## src/rtl/ram_arbiter_pkg.sv

```systemverilog
// ram_arbiter_pkg: shared constants and helpers for the RAM arbiter slice.
//   - byte offset width used to turn byte addresses into word addresses
//   - requester port indices (fetch = 0, load/store = 1)
//   - byte-enable to active-low bit-write-mask expansion
package ram_arbiter_pkg;

  localparam int unsigned BYTE_OFS_W = 3;
  localparam int unsigned WORD_MSB   = 31;

  localparam logic PORT_IF = 1'b0;
  localparam logic PORT_LS = 1'b1;

  // Expand 8 active-high byte enables into the RAM's 64 active-low bit enables.
  function automatic logic [63:0] be_to_bweb(input logic [7:0] be);
    logic [63:0] bweb;
    bweb = '1;
    for (int k = 0; k < 8; k++) begin
      bweb[8*k +: 8] = {8{~be[k]}};
    end
    return bweb;
  endfunction

endpackage

```

## src/rtl/ram_arbiter_if.sv

```systemverilog
// ram_arbiter_if: requester-side bus of the RAM arbiter.
//   if_*  instruction fetch port (read-only)
//   ls_*  load/store port (read/write with byte enables)
// Modports:
//   master - requester view (drives req/addr/we/be/wdata)
//   slave  - arbiter view (drives gnt/rvalid/rdata/err)
interface ram_arbiter_if;

  logic        if_req_i;
  logic [31:0] if_addr_i;
  logic        if_gnt_o;
  logic        if_rvalid_o;
  logic [63:0] if_rdata_o;
  logic        if_err_o;

  logic        ls_req_i;
  logic        ls_we_i;
  logic [31:0] ls_addr_i;
  logic [7:0]  ls_be_i;
  logic [63:0] ls_wdata_i;
  logic        ls_gnt_o;
  logic        ls_rvalid_o;
  logic [63:0] ls_rdata_o;
  logic        ls_err_o;

  modport master (
    output if_req_i, if_addr_i,
    input  if_gnt_o, if_rvalid_o, if_rdata_o, if_err_o,
    output ls_req_i, ls_we_i, ls_addr_i, ls_be_i, ls_wdata_i,
    input  ls_gnt_o, ls_rvalid_o, ls_rdata_o, ls_err_o
  );

  modport slave (
    input  if_req_i, if_addr_i,
    output if_gnt_o, if_rvalid_o, if_rdata_o, if_err_o,
    input  ls_req_i, ls_we_i, ls_addr_i, ls_be_i, ls_wdata_i,
    output ls_gnt_o, ls_rvalid_o, ls_rdata_o, ls_err_o
  );

endinterface

```

## src/rtl/ram_rr_arb2.sv

```systemverilog
// ram_rr_arb2: 2-way round-robin arbiter with a priority flop.
//   clk, rst  clock, synchronous active-high reset
//   req[1:0]  requests (index = port)
//   gnt[1:0]  combinational one-hot grant; all zero while rst is high
// prio names the port that wins a tie; after any grant it moves to the
// port that lost (or did not ask), and it holds while idle.
module ram_rr_arb2 (
  input  logic       clk,
  input  logic       rst,
  input  logic [1:0] req,
  output logic [1:0] gnt
);

  logic       prio;
  logic [1:0] req_v;

  // Requests are ignored while reset is high so no grant can escape.
  assign req_v  = req & {2{~rst}};
  assign gnt[0] = req_v[0] & (~req_v[1] | (prio == 1'b0));
  assign gnt[1] = req_v[1] & (~req_v[0] | (prio == 1'b1));

  // NOTE: sequential state uses non-blocking assignments so every flop
  // samples pre-edge values regardless of block evaluation order.
  always_ff @(posedge clk) begin
    if (rst) begin
      prio <= 1'b0;
    end else if (gnt[0]) begin
      prio <= 1'b1;
    end else if (gnt[1]) begin
      prio <= 1'b0;
    end
  end

endmodule

```

## src/rtl/ram_arbiter.sv

```systemverilog
// ram_arbiter: shares a single-port 64-bit RAM between instruction fetch
// and load/store with round-robin arbitration and one outstanding access.
//   clk, rst     clock, synchronous active-high reset
//   bus          requester bus (ram_arbiter_if.slave)
//   ram_ceb_o    RAM chip enable, active low
//   ram_web_o    RAM write enable, active low
//   ram_bweb_o   RAM bit-write enables, active low
//   ram_addr_o   RAM word address
//   ram_wdata_o  RAM write data
//   ram_rdata_i  RAM read data, valid the cycle after the access
module ram_arbiter
  import ram_arbiter_pkg::*;
#(
  parameter int MEM_AW    = 12,
  parameter int MEM_DEPTH = 4096
) (
  input  logic              clk,
  input  logic              rst,
  ram_arbiter_if.slave      bus,
  output logic              ram_ceb_o,
  output logic              ram_web_o,
  output logic [63:0]       ram_bweb_o,
  output logic [MEM_AW-1:0] ram_addr_o,
  output logic [63:0]       ram_wdata_o,
  input  logic [63:0]       ram_rdata_i
);

  logic [1:0]  gnt;
  logic        any_gnt;
  logic        gnt_ls;
  logic [31:0] sel_addr;
  logic [WORD_MSB-BYTE_OFS_W:0] word;
  logic        in_range;
  logic        do_write;

  logic        rsp_valid;
  logic        rsp_port;
  logic        rsp_err;
  logic        rsp_we;
  logic        rsp_live;
  logic        rdata_ok;

  // Byte-offset bits never reach the RAM.
  logic        unused_ofs_bits;
  assign unused_ofs_bits = ^{bus.if_addr_i[BYTE_OFS_W-1:0],
                             bus.ls_addr_i[BYTE_OFS_W-1:0]};

  ram_rr_arb2 u_arb (
    .clk (clk),
    .rst (rst),
    .req ({bus.ls_req_i, bus.if_req_i}),
    .gnt (gnt)
  );

  assign bus.if_gnt_o = gnt[PORT_IF];
  assign bus.ls_gnt_o = gnt[PORT_LS];
  assign any_gnt      = |gnt;
  assign gnt_ls       = gnt[PORT_LS];

  // Address decode on the granted port.
  assign sel_addr = gnt_ls ? bus.ls_addr_i : bus.if_addr_i;
  assign word     = sel_addr[WORD_MSB:BYTE_OFS_W];
  assign in_range = (32'(word) < 32'(MEM_DEPTH));

  // An out-of-range access is granted and answered with an error, but the
  // RAM pins stay idle for it.
  assign do_write    = gnt_ls & bus.ls_we_i & in_range;
  assign ram_ceb_o   = ~(any_gnt & in_range);
  assign ram_web_o   = ~do_write;
  assign ram_bweb_o  = do_write ? be_to_bweb(bus.ls_be_i) : '1;
  assign ram_addr_o  = word[MEM_AW-1:0];
  assign ram_wdata_o = bus.ls_wdata_i;

  // One outstanding access: the response for grant N is presented in N+1.
  always_ff @(posedge clk) begin
    if (rst) begin
      rsp_valid <= 1'b0;
      rsp_port  <= PORT_IF;
      rsp_err   <= 1'b0;
      rsp_we    <= 1'b0;
    end else begin
      rsp_valid <= any_gnt;
      rsp_port  <= gnt_ls ? PORT_LS : PORT_IF;
      rsp_err   <= ~in_range;
      rsp_we    <= gnt_ls & bus.ls_we_i;
    end
  end

  // Reset in the response cycle swallows the pending response.
  assign rsp_live = rsp_valid & ~rst;
  assign rdata_ok = rsp_live & ~rsp_err & ~rsp_we;

  assign bus.if_rvalid_o = rsp_live & (rsp_port == PORT_IF);
  assign bus.ls_rvalid_o = rsp_live & (rsp_port == PORT_LS);
  assign bus.if_err_o    = bus.if_rvalid_o & rsp_err;
  assign bus.ls_err_o    = bus.ls_rvalid_o & rsp_err;
  assign bus.if_rdata_o  = (rdata_ok && rsp_port == PORT_IF) ? ram_rdata_i : '0;
  assign bus.ls_rdata_o  = (rdata_ok && rsp_port == PORT_LS) ? ram_rdata_i : '0;

endmodule

```

## src/flat_wrapper.sv

```systemverilog
// flat-port wrapper written by rule: the top's interface ports become plain ports
module ram_arbiter_flat import ram_arbiter_pkg::*;
#(
  parameter int MEM_AW    = 12,
  parameter int MEM_DEPTH = 4096
)
  (clk, rst, ram_ceb_o, ram_web_o, ram_bweb_o, ram_addr_o, ram_wdata_o, ram_rdata_i, bus_if_req_i, bus_if_addr_i, bus_if_gnt_o, bus_if_rvalid_o, bus_if_rdata_o, bus_if_err_o, bus_ls_req_i, bus_ls_we_i, bus_ls_addr_i, bus_ls_be_i, bus_ls_wdata_i, bus_ls_gnt_o, bus_ls_rvalid_o, bus_ls_rdata_o, bus_ls_err_o);
  ram_arbiter_if bus_i ();
  input  logic clk;
  input  logic rst;
  output logic ram_ceb_o;
  output logic ram_web_o;
  output logic [63:0] ram_bweb_o;
  output logic [MEM_AW-1:0] ram_addr_o;
  output logic [63:0] ram_wdata_o;
  input  logic [63:0] ram_rdata_i;
  input wire logic [$bits(bus_i.if_req_i)-1:0] bus_if_req_i;
  input wire logic [$bits(bus_i.if_addr_i)-1:0] bus_if_addr_i;
  output wire logic [$bits(bus_i.if_gnt_o)-1:0] bus_if_gnt_o;
  output wire logic [$bits(bus_i.if_rvalid_o)-1:0] bus_if_rvalid_o;
  output wire logic [$bits(bus_i.if_rdata_o)-1:0] bus_if_rdata_o;
  output wire logic [$bits(bus_i.if_err_o)-1:0] bus_if_err_o;
  input wire logic [$bits(bus_i.ls_req_i)-1:0] bus_ls_req_i;
  input wire logic [$bits(bus_i.ls_we_i)-1:0] bus_ls_we_i;
  input wire logic [$bits(bus_i.ls_addr_i)-1:0] bus_ls_addr_i;
  input wire logic [$bits(bus_i.ls_be_i)-1:0] bus_ls_be_i;
  input wire logic [$bits(bus_i.ls_wdata_i)-1:0] bus_ls_wdata_i;
  output wire logic [$bits(bus_i.ls_gnt_o)-1:0] bus_ls_gnt_o;
  output wire logic [$bits(bus_i.ls_rvalid_o)-1:0] bus_ls_rvalid_o;
  output wire logic [$bits(bus_i.ls_rdata_o)-1:0] bus_ls_rdata_o;
  output wire logic [$bits(bus_i.ls_err_o)-1:0] bus_ls_err_o;
  assign bus_i.if_req_i = bus_if_req_i;
  assign bus_i.if_addr_i = bus_if_addr_i;
  assign bus_if_gnt_o = bus_i.if_gnt_o;
  assign bus_if_rvalid_o = bus_i.if_rvalid_o;
  assign bus_if_rdata_o = bus_i.if_rdata_o;
  assign bus_if_err_o = bus_i.if_err_o;
  assign bus_i.ls_req_i = bus_ls_req_i;
  assign bus_i.ls_we_i = bus_ls_we_i;
  assign bus_i.ls_addr_i = bus_ls_addr_i;
  assign bus_i.ls_be_i = bus_ls_be_i;
  assign bus_i.ls_wdata_i = bus_ls_wdata_i;
  assign bus_ls_gnt_o = bus_i.ls_gnt_o;
  assign bus_ls_rvalid_o = bus_i.ls_rvalid_o;
  assign bus_ls_rdata_o = bus_i.ls_rdata_o;
  assign bus_ls_err_o = bus_i.ls_err_o;
  ram_arbiter #(.MEM_AW(MEM_AW), .MEM_DEPTH(MEM_DEPTH)) u_core (.clk(clk), .rst(rst), .bus(bus_i), .ram_ceb_o(ram_ceb_o), .ram_web_o(ram_web_o), .ram_bweb_o(ram_bweb_o), .ram_addr_o(ram_addr_o), .ram_wdata_o(ram_wdata_o), .ram_rdata_i(ram_rdata_i));
endmodule
```

## config.mk

```make
export PLATFORM = sky130hd
export DESIGN_NAME = ram_arbiter_flat
export DESIGN_NICKNAME = d
export VERILOG_FILES = /design/src/rtl/ram_arbiter_pkg.sv /design/src/rtl/ram_arbiter_if.sv /design/src/rtl/ram_rr_arb2.sv /design/src/rtl/ram_arbiter.sv /design/src/flat_wrapper.sv
export SDC_FILE = /design/constraint.sdc
export NUM_CORES = 1
export LEC_CHECK = 0
export BUFFER_PORTS_ARGS = -buffer_cell sky130_fd_sc_hd__clkbuf_2
export CAP_MARGIN = 20
export CORE_AREA = 8 8 181 183
export CTS_BUF_LIST = sky130_fd_sc_hd__clkbuf_2 sky130_fd_sc_hd__clkbuf_4 sky130_fd_sc_hd__clkbuf_8
export CTS_CLUSTER_DIAMETER = 60
export CTS_CLUSTER_SIZE = 30
export DETAILED_ROUTE_END_ITERATION = 16
export DIE_AREA = 0 0 189 191
export PLACE_DENSITY_LB_ADDON = 0.12
export SYNTH_ARGS = -nofsm -noshare
export SYNTH_HDL_FRONTEND = slang
export SYNTH_SLANG_ARGS = --single-unit
```

## constraint.sdc

```tcl
create_clock -name clk -period 5.62 [get_ports clk]
set_clock_uncertainty 0.2 [all_clocks]
set_input_delay 1.124 -clock clk [delete_from_list [all_inputs] [get_ports clk]]
set_output_delay 1.124 -clock clk [all_outputs]
set_load 0.02 [all_outputs]
```

# After elaboration in Yosys (flattened, before gate mapping)
# Index checks and enable logic that the tools add are counted.
# W data, S select, Z words.
word_totals:
  in_bits: 205
  ramBits: 0
  reg_bits: 5
  romBits: 0
  word_cells: 50
  n_memories: 0
  out_inout_bits: 276
  latchBits: 0
classes:
  mux: 7
  add_sub_neg: 0
  shifts: 0
  div: 0
  order_cmp: 1
  n_eq_ne: 0
  bitwise: 33
  n_reduce_logical: 4
  n_mul: 0
ops:
  columns: ["cell", "count"]
  rows:
  - ["$mux W64", 3]
  - ["$mux W32", 1]
  - ["$lt A29 B13 Y1 const B", 1]
  - ["$not A1 Y1", 18]
  - ["$and A1 B1 Y1", 12]
  - ["$mux W1", 3]
  - ["$and A2 B2 Y2", 1]
  - ["$logic_and A1 B1 Y1", 2]
  - ["$or A1 B1 Y1", 2]
  - ["$reduce_bool A2 Y1", 1]
  - ["$reduce_or A2 Y1", 1]

# Depth between registers and ports, before layout
# Gate-level depths: netlist of run 1.
depth:
  depth_word: 9
  ltp_mapped: 6
  depth_no_buf: 5

# Modules after synthesis
# From an unflattened synthesis of run 1, not the netlist that was laid out.
unflattened:
  cells_unflattened: 323
  area_unflattened_um2: 2304.7
by_module_without_submodules:
  columns: ["module", "cells_each", "instances", "area_per_inst_um2"]
  rows:
  - ["ram_arbiter", 317, 1, 2243.4]
  - ["ram_rr_arb2", 6, 1, 61.3]

# Worst setup path after synthesis of run 1
# No wires, ideal clock.
synth_path:
  path_type: "input -> output"
  start: "input port bus_ls_addr_i[31]"
  end: "output port ram_bweb_o[10]"
  path_slack_ps: 1715
  cell_stages: 5
  required_time_ps: 4296
  arrival_ps: 2581
  n_path_buf: 1
  cell_sequence: "nor4_1 > nand4_1 > nor4b_4 > nand2_1 > buf_4"
synth_via:
  elab_chain_cells: 4
synth_lines:
  columns: ["element", "line_no", "rtl"]
  rows:
  - ["from (decl)", "flat_wrapper.sv:25", "input wire logic [$bits(bus_i.ls_addr_i)-1:0] bus_ls_addr_i;"]
  - ["$mux W32", "ram_arbiter.sv:61", "assign sel_addr = gnt_ls ? bus.ls_addr_i : bus.if_addr_i;"]
  - ["$lt A29 B13 Y1", "ram_arbiter.sv:63", "assign in_range = (32'(word) < 32'(MEM_DEPTH));"]
  - ["$and A1 B1 Y1", "ram_arbiter.sv:67", "assign do_write = gnt_ls & bus.ls_we_i & in_range;"]
  - ["$mux W64", "ram_arbiter.sv:70", "assign ram_bweb_o = do_write ? be_to_bweb(bus.ls_be_i) : '1;"]
  - ["to (decl)", "flat_wrapper.sv:13", "output logic [63:0] ram_bweb_o;"]
# Every way passes these cells.

# Worst setup path in the final report of run 1
layout_path:
  start: "input port rst"
  end: "output port ram_bweb_o[31]"
layout_via:
  elab_chain_cells: 9
layout_lines:
  columns: ["element", "line_no", "rtl"]
  rows:
  - ["from (decl)", "flat_wrapper.sv:10", "input logic rst;"]
  - ["$not A1 Y1 (*)", "ram_rr_arb2.sv:18", "assign req_v = req & {2{~rst}};"]
  - ["$and A2 B2 Y2 (*)", "ram_rr_arb2.sv:18", null]
  - ["$not A1 Y1", "ram_rr_arb2.sv:20", "assign gnt[1] = req_v[1] & (~req_v[0] | (prio == 1'b1));"]
  - ["$or A1 B1 Y1", "ram_rr_arb2.sv:20", null]
  - ["$and A1 B1 Y1 (*)", "ram_rr_arb2.sv:20", null]
  - ["$mux W32", "ram_arbiter.sv:61", null]
  - ["$lt A29 B13 Y1", "ram_arbiter.sv:63", null]
  - ["$and A1 B1 Y1 (*)", "ram_arbiter.sv:67", null]
  - ["$mux W64 (*)", "ram_arbiter.sv:70", null]
# Mark *: on every way between the ends. The rest lies on a longest branch, timed or not.

==> results of run 1 <==
[registers in the layout (all words and copies together) (netlist names)]
signal and cells:
u_core.rsp_we 1, u_core.u_arb.prio 1, u_core.rsp_valid 1, u_core.rsp_err 1
u_core.rsp_port 1
[through the flow]
stage / setup WS [ns] / hold slack, ns / std cells
global placement: 1.07 / 0.300 / 959
finish: 1.29 / 0.297 / 963
floorplan: 1.72 / 0.252 / 349
global route: 0.976 / 0.339 / 963
CTS: 1.13 / 0.303 / 963
detailed placement: 1.14 / 0.296 / 959
[routing by layer]
layer  track usage, %  vias to the layer above
met5                0                        -
met4            0.722                        0
met3             3.59                        4
met2             11.6                      288
met1             6.32                     1185
li1                 -                     1382
[final cells by class]
cell class                 instances  area [um2]
inverter                           5        18.8
tap                              396         495
fill                            3579       26400
multi-input combinational        205        1210
sequential                         5         100
clock buffer                       4        48.8
timing repair buffer             348        1750
[worst max-delay path by stage]
stage	cells past startpoint	endpoint	from	slack, ns
3_3_place_gp	5	ram_bweb_o[31]	rst	1.07
6_report	5	ram_bweb_o[31]	rst	1.29
4_1_cts	5	ram_bweb_o[7]	rst	1.13
3_5_place_dp	5	ram_bweb_o[7]	rst	1.14
5_1_grt	6	ram_ceb_o	rst	0.98
2_1_floorplan	5	ram_bweb_o[10]	bus_ls_addr_i[31]	1.72
[worst min-delay path, stage by stage, from the launching register on]
cell	delay (ns)
dfxtp_1	0.31
nand2b_1	0.07
a21oi_1	0.06
[cell usage after synthesis]
master    number
and3b_1        1
nand4_1        2
nand2_1       45
inv_1          5
a211oi_1       1
nor4_2         1
a21oi_1        1
nor3b_4        2
nor4b_4        1
nand2b_1       2
o21ai_0        1
nor3b_2        1
and2_1       130
nor4_1         5
clkbuf_1       1
nor2_1         5
nand3_1        1
buf_2          1
nand3b_2       1
or3_1          1
dfxtp_1        5
nor3_1         4
clkbuf_2      12
buf_4        120
[power groups by stage]
stage                     clock, mW  sequential, mW  combinational (mW)
final                        0.0713          0.0398               0.137
after global routing         0.0786          0.0403               0.153
after CTS                    0.0731          0.0400               0.142
after detailed placement          0          0.0405               0.142
after global placement            0          0.0405               0.143
after floorplan                   0          0.0398               0.124
[kinds of logic after synthesis]
logic type	after synthesis	share of synthesized area [%]
AND/OR/NAND/NOR	202	51.9
buffers and inverters	139	43.0
flip-flops	5	4.35
AO/OA/AOI/OAI	3	0.761
==> flow_summary.ini, run 1 <==
[power]
clkPwrFrac_pct = 28.7
p_leak_nw = 2.12
p_per_area_nw_per_um2 = 68.6
seqPwrFrac_pct = 16.0
internal-power_mw = 0.152
power_mw = 0.249
p_comb_share_pct = 55.3
power.switching_mw = 0.0968
p_sw_share_pct = 38.9
ir_drop_mv = 0.0557

[critical_path]
r2r-end = u_core.rsp_err
start_kind = primary input
crit_buf_inv = 2
r2r_cells = 5
worstPathRequired_ns = 4.30
r2r_slack_ns = 3.52
crit_path_max_incr_delay_ns = 0.66
endpoint_kind = output port
path_common_cell = clkbuf_2
cp_slowest_cell = nor4b_4
worstPathCellList = clkbuf_2, nand3b_2, nor4b_4, nand2_1, clkbuf_2
path_class = primary input to output port
worst_path_dominant_cell_family = simple AND/OR/NAND/NOR gates
crit_fanout = 17
reg2reg_from = u_core.u_arb.prio
arrival_ns = 3.00

[placed_design]
port_buffers = 346
post_dp_cell_area_um2 = 3570
hpwl_um = 11600
place_congestion = 0.682

[logic_synthesis]
synthTopCellsByArea = buf_4 39%, and2_1 35%, nand2_1 7.3%
yosys_warnings = 0
syn_inst = 349
synth_cell_types = 24
avgSynthCellArea_um2 = 6.59
synth_area_um2 = 2300
synth_seq_area_share_pct = 4.35
synth_top_area_cell = buf_4
syn-num-nets = 554
synth_top_area_share_pct = 39.2
synth-seq-cells = 5

[grt]
grt_pass1_wl_um = 18200
grt_max_degree = 65
grt_pass1_vias = 3255
globalRouteTotalUtil_pct = 6.33
antenna_found_initial = 0
gr-total-overflow = 0

[final_layout]
final_layout_size_suffix_gt1_share_pct = 63.1
n_antenna_cell = 0
layout.nets = 773
final_util_pct = 12.1
area_delta_synth_final_pct = 57.4
layout_common_cells = 346 x clkbuf_2, 130 x and2_1, 45 x nand2_1
design_area_um2 = 3620
final_common_cell = clkbuf_2

[detailed_routing]
wirelength_um = 13000
via_per_inst = 2.97
highest_layer = met4
initialDrtViolationCount = 24
drc = 0
drtPass1Iterations = 3
postRouteAntennaNets = 0
routed-via-count = 2859
met3WireLength_um = 1900
drt-wirelength-per-cell_um = 13.5
routedLengthMet1_um = 4690
wl_met2_um = 6360

[timing]
worstMarginPinSlew_ns = 0.569
timing.setup.tns_ns = 0
drv_slew = 0
finalSetupViolCount = 0
report.final.hold_viol_count = 0
relSlewSlack_pct = 61.9
min_period_ns = 4.33
fmax_mhz = 231
finalCritPeriodShare_pct = 77.0
rsz0062_at_grt = false

[clocking]
cts_buffers = 3
cts_max_path_buffers = 2
cts_tree = yes
cts.sinks = 5
cts_setup_buffers = 0
worstSkewPairLatency_ns = 0.22
cts_root_buf = clkbuf_8
ctsResizeCount = 0
cts_hold_buf = 0
cts-htree-levels = 1
path_clk_slew_ns = 0.04

[floorplan]
fp.dieArea_um2 = 36100
start_util_pct = 7.66
die_w_um = 189
coreArea_um2 = 30000
die_y_um = 191
ios = 481
num_rows = 64

[hold_path]
min_path_cells = 2
hold_path_class = register to register
whs_endpoint = u_core.u_arb.prio
min_from = u_core.u_arb.prio

[flow_run]
max_cap_viol_count = 0

[run_status]
outcome = finished clean
(Power assumes the default switching activity.)
==> inputs of run 2 (changes only) <==
--- a/config.mk
+++ b/config.mk
@@ -7,12 +7,12 @@
 export LEC_CHECK = 0
 export BUFFER_PORTS_ARGS = -buffer_cell sky130_fd_sc_hd__clkbuf_2
 export CAP_MARGIN = 20
-export CORE_AREA = 8 8 181 183
+export CORE_AREA = 8 8 183 185
 export CTS_BUF_LIST = sky130_fd_sc_hd__clkbuf_2 sky130_fd_sc_hd__clkbuf_4 sky130_fd_sc_hd__clkbuf_8
 export CTS_CLUSTER_DIAMETER = 60
 export CTS_CLUSTER_SIZE = 30
 export DETAILED_ROUTE_END_ITERATION = 16
-export DIE_AREA = 0 0 189 191
+export DIE_AREA = 0 0 191 193
 export PLACE_DENSITY_LB_ADDON = 0.12
 export SYNTH_ARGS = -nofsm -noshare
 export SYNTH_HDL_FRONTEND = slang
==> constraint.sdc (replaced) <==
create_clock -name clk -period 4.4 [get_ports clk]
set_clock_uncertainty 0.2 [all_clocks]
set_input_delay 0.88 -clock clk [delete_from_list [all_inputs] [get_ports clk]]
set_output_delay 0.88 -clock clk [all_outputs]
set_load 0.02 [all_outputs]
==> run 2 against run 1 <==
Net effect:
- critical endpoint is now ram_bweb_o[20]
- die area up 2.1%
- critical path type unchanged
- clock power grew 27%
- non-clock buffer count increased by 3
- hold slack gained 0.011 ns
- utilization shrank 0.13 points
- via count rose by 0.91%
- register-to-register slack worse by 0.88 ns
- largest cell class unchanged
==> flow_summary.ini, run 2 (same netlist as run 1, synthesis figures left out) <==
[run_status]
outcome = finished clean

[detailed_routing]
via_per_inst = 2.97
routed-via-count = 2885
highest_layer = met4
wl_met2_um = 5490
drtPass1Iterations = 4
initialDrtViolationCount = 40
met3WireLength_um = 2270
wirelength_um = 12200
postRouteAntennaNets = 0
drc = 0
drt-wirelength-per-cell_um = 12.5
routedLengthMet1_um = 4400

[timing]
timing.setup.tns_ns = 0
relSlewSlack_pct = 57.3
drv_slew = 0
finalCritPeriodShare_pct = 87.8
min_period_ns = 3.86
worstMarginPinSlew_ns = 0.638
finalSetupViolCount = 0
timing.hold.ws_ns = 0.307
report.final.hold_viol_count = 0
fmax_mhz = 259
rsz0062_at_grt = false
setup_ws_ns = 0.537

[clocking]
worstSkewPairLatency_ns = 0.22
cts.sinks = 5
cts_max_path_buffers = 2
cts_tree = yes
path_clk_slew_ns = 0.03
ctsResizeCount = 0
cts_hold_buf = 0
cts_root_buf = clkbuf_8
cts_buffers = 3
cts_setup_buffers = 0
cts-htree-levels = 1

[power]
p_comb_share_pct = 55.4
power.switching_mw = 0.120
p_per_area_nw_per_um2 = 86.0
p_leak_nw = 2.15
seqPwrFrac_pct = 16.1
power_mw = 0.316
internal-power_mw = 0.196
ir_drop_mv = 0.0464
clkPwrFrac_pct = 28.5
p_sw_share_pct = 38.0

[final_layout]
design_area_um2 = 3680
fin_cells = 972
layout.nets = 776
final_layout_size_suffix_gt1_share_pct = 63.3
area_delta_synth_final_pct = 59.8
final_util_pct = 11.9
n_antenna_cell = 0
fillers = 3662
final_common_cell = clkbuf_2
layout_common_cells = 346 x clkbuf_2, 130 x and2_1, 45 x nand2_1

[critical_path]
crit_path_max_incr_delay_ns = 0.60
worstPathRequired_ns = 3.32
path_class = primary input to output port
endpoint_kind = output port
cp_slowest_cell = nor4b_4
crit_fanout = 9
worstPathCellList = clkbuf_2, nor4_1, nand4_1, nor4b_4, nand2_1, clkbuf_2
path_common_cell = clkbuf_2
start_kind = primary input
arrival_ns = 2.78

[placed_design]
port_buffers = 346
pre_cts_ws_ns = 0.405
dp.cells = 968
hpwl_um = 10900
post_dp_cell_area_um2 = 3630
place_congestion = 0.665

[floorplan]
start_util_pct = 7.46
ios = 481
coreArea_um2 = 30800
fp.dieArea_um2 = 36900
die_w_um = 191
die_y_um = 193
num_rows = 65

[grt]
grt_max_degree = 65
grt_pass1_vias = 2947
grt_pass1_wl_um = 16400
globalRouteTotalUtil_pct = 5.59
antenna_found_initial = 0
gr-total-overflow = 0

[flow_run]
max_cap_viol_count = 0

[hold_path]
hold_path_class = register to register
[run 2: changes by cell type in the layout (fill, tap and decap cells not counted)]
cell    change
buf_12      +2
buf_4       +1
[run 2: path summary, 6_finish.rpt]
check	slack, ns	endpoint	startpoint	depth (start not counted)
max	0.54	ram_bweb_o[20]	bus_ls_addr_i[25]	6
min	0.31	u_core.u_arb.prio	u_core.u_arb.prio	2
max reg2reg	2.64	u_core.rsp_err	u_core.u_arb.prio	6
min reg2reg	0.31	u_core.u_arb.prio	u_core.u_arb.prio	2
[run 2: critical path, delay by kind of cell]
kind	cells	cell delay [ns]
AND/OR/NAND/NOR	4	1.58
buffers and inverters	2	0.32
[run 2: area by class of cell]
type                       instances  area [um2]  area share, %
tap                              402         503           13.7
multi-input combinational        205        1210           33.0
timing repair buffer             351        1790           48.8
inverter                           5        18.8          0.510
sequential                         5         100           2.72
clock buffer                       4        48.8           1.33
[run 2: power groups by stage]
| stage | logic, mW | registers (mW) | clock network [mW] |
|---|---|---|---|
| global placement | 0.183 | 0.0516 | 0 |
| floorplan | 0.159 | 0.0508 | 0 |
| CTS | 0.181 | 0.0510 | 0.0931 |
| finish | 0.175 | 0.0508 | 0.0903 |
| detailed placement | 0.181 | 0.0516 | 0 |
| global route | 0.194 | 0.0513 | 0.0981 |
[run 2: per-layer routing]
metal  track usage [%]  vias up
met1              5.90     1163
li1                  -     1395
met4             0.805        0
met3              3.42        4
met2              9.60      323
met5                 0        -
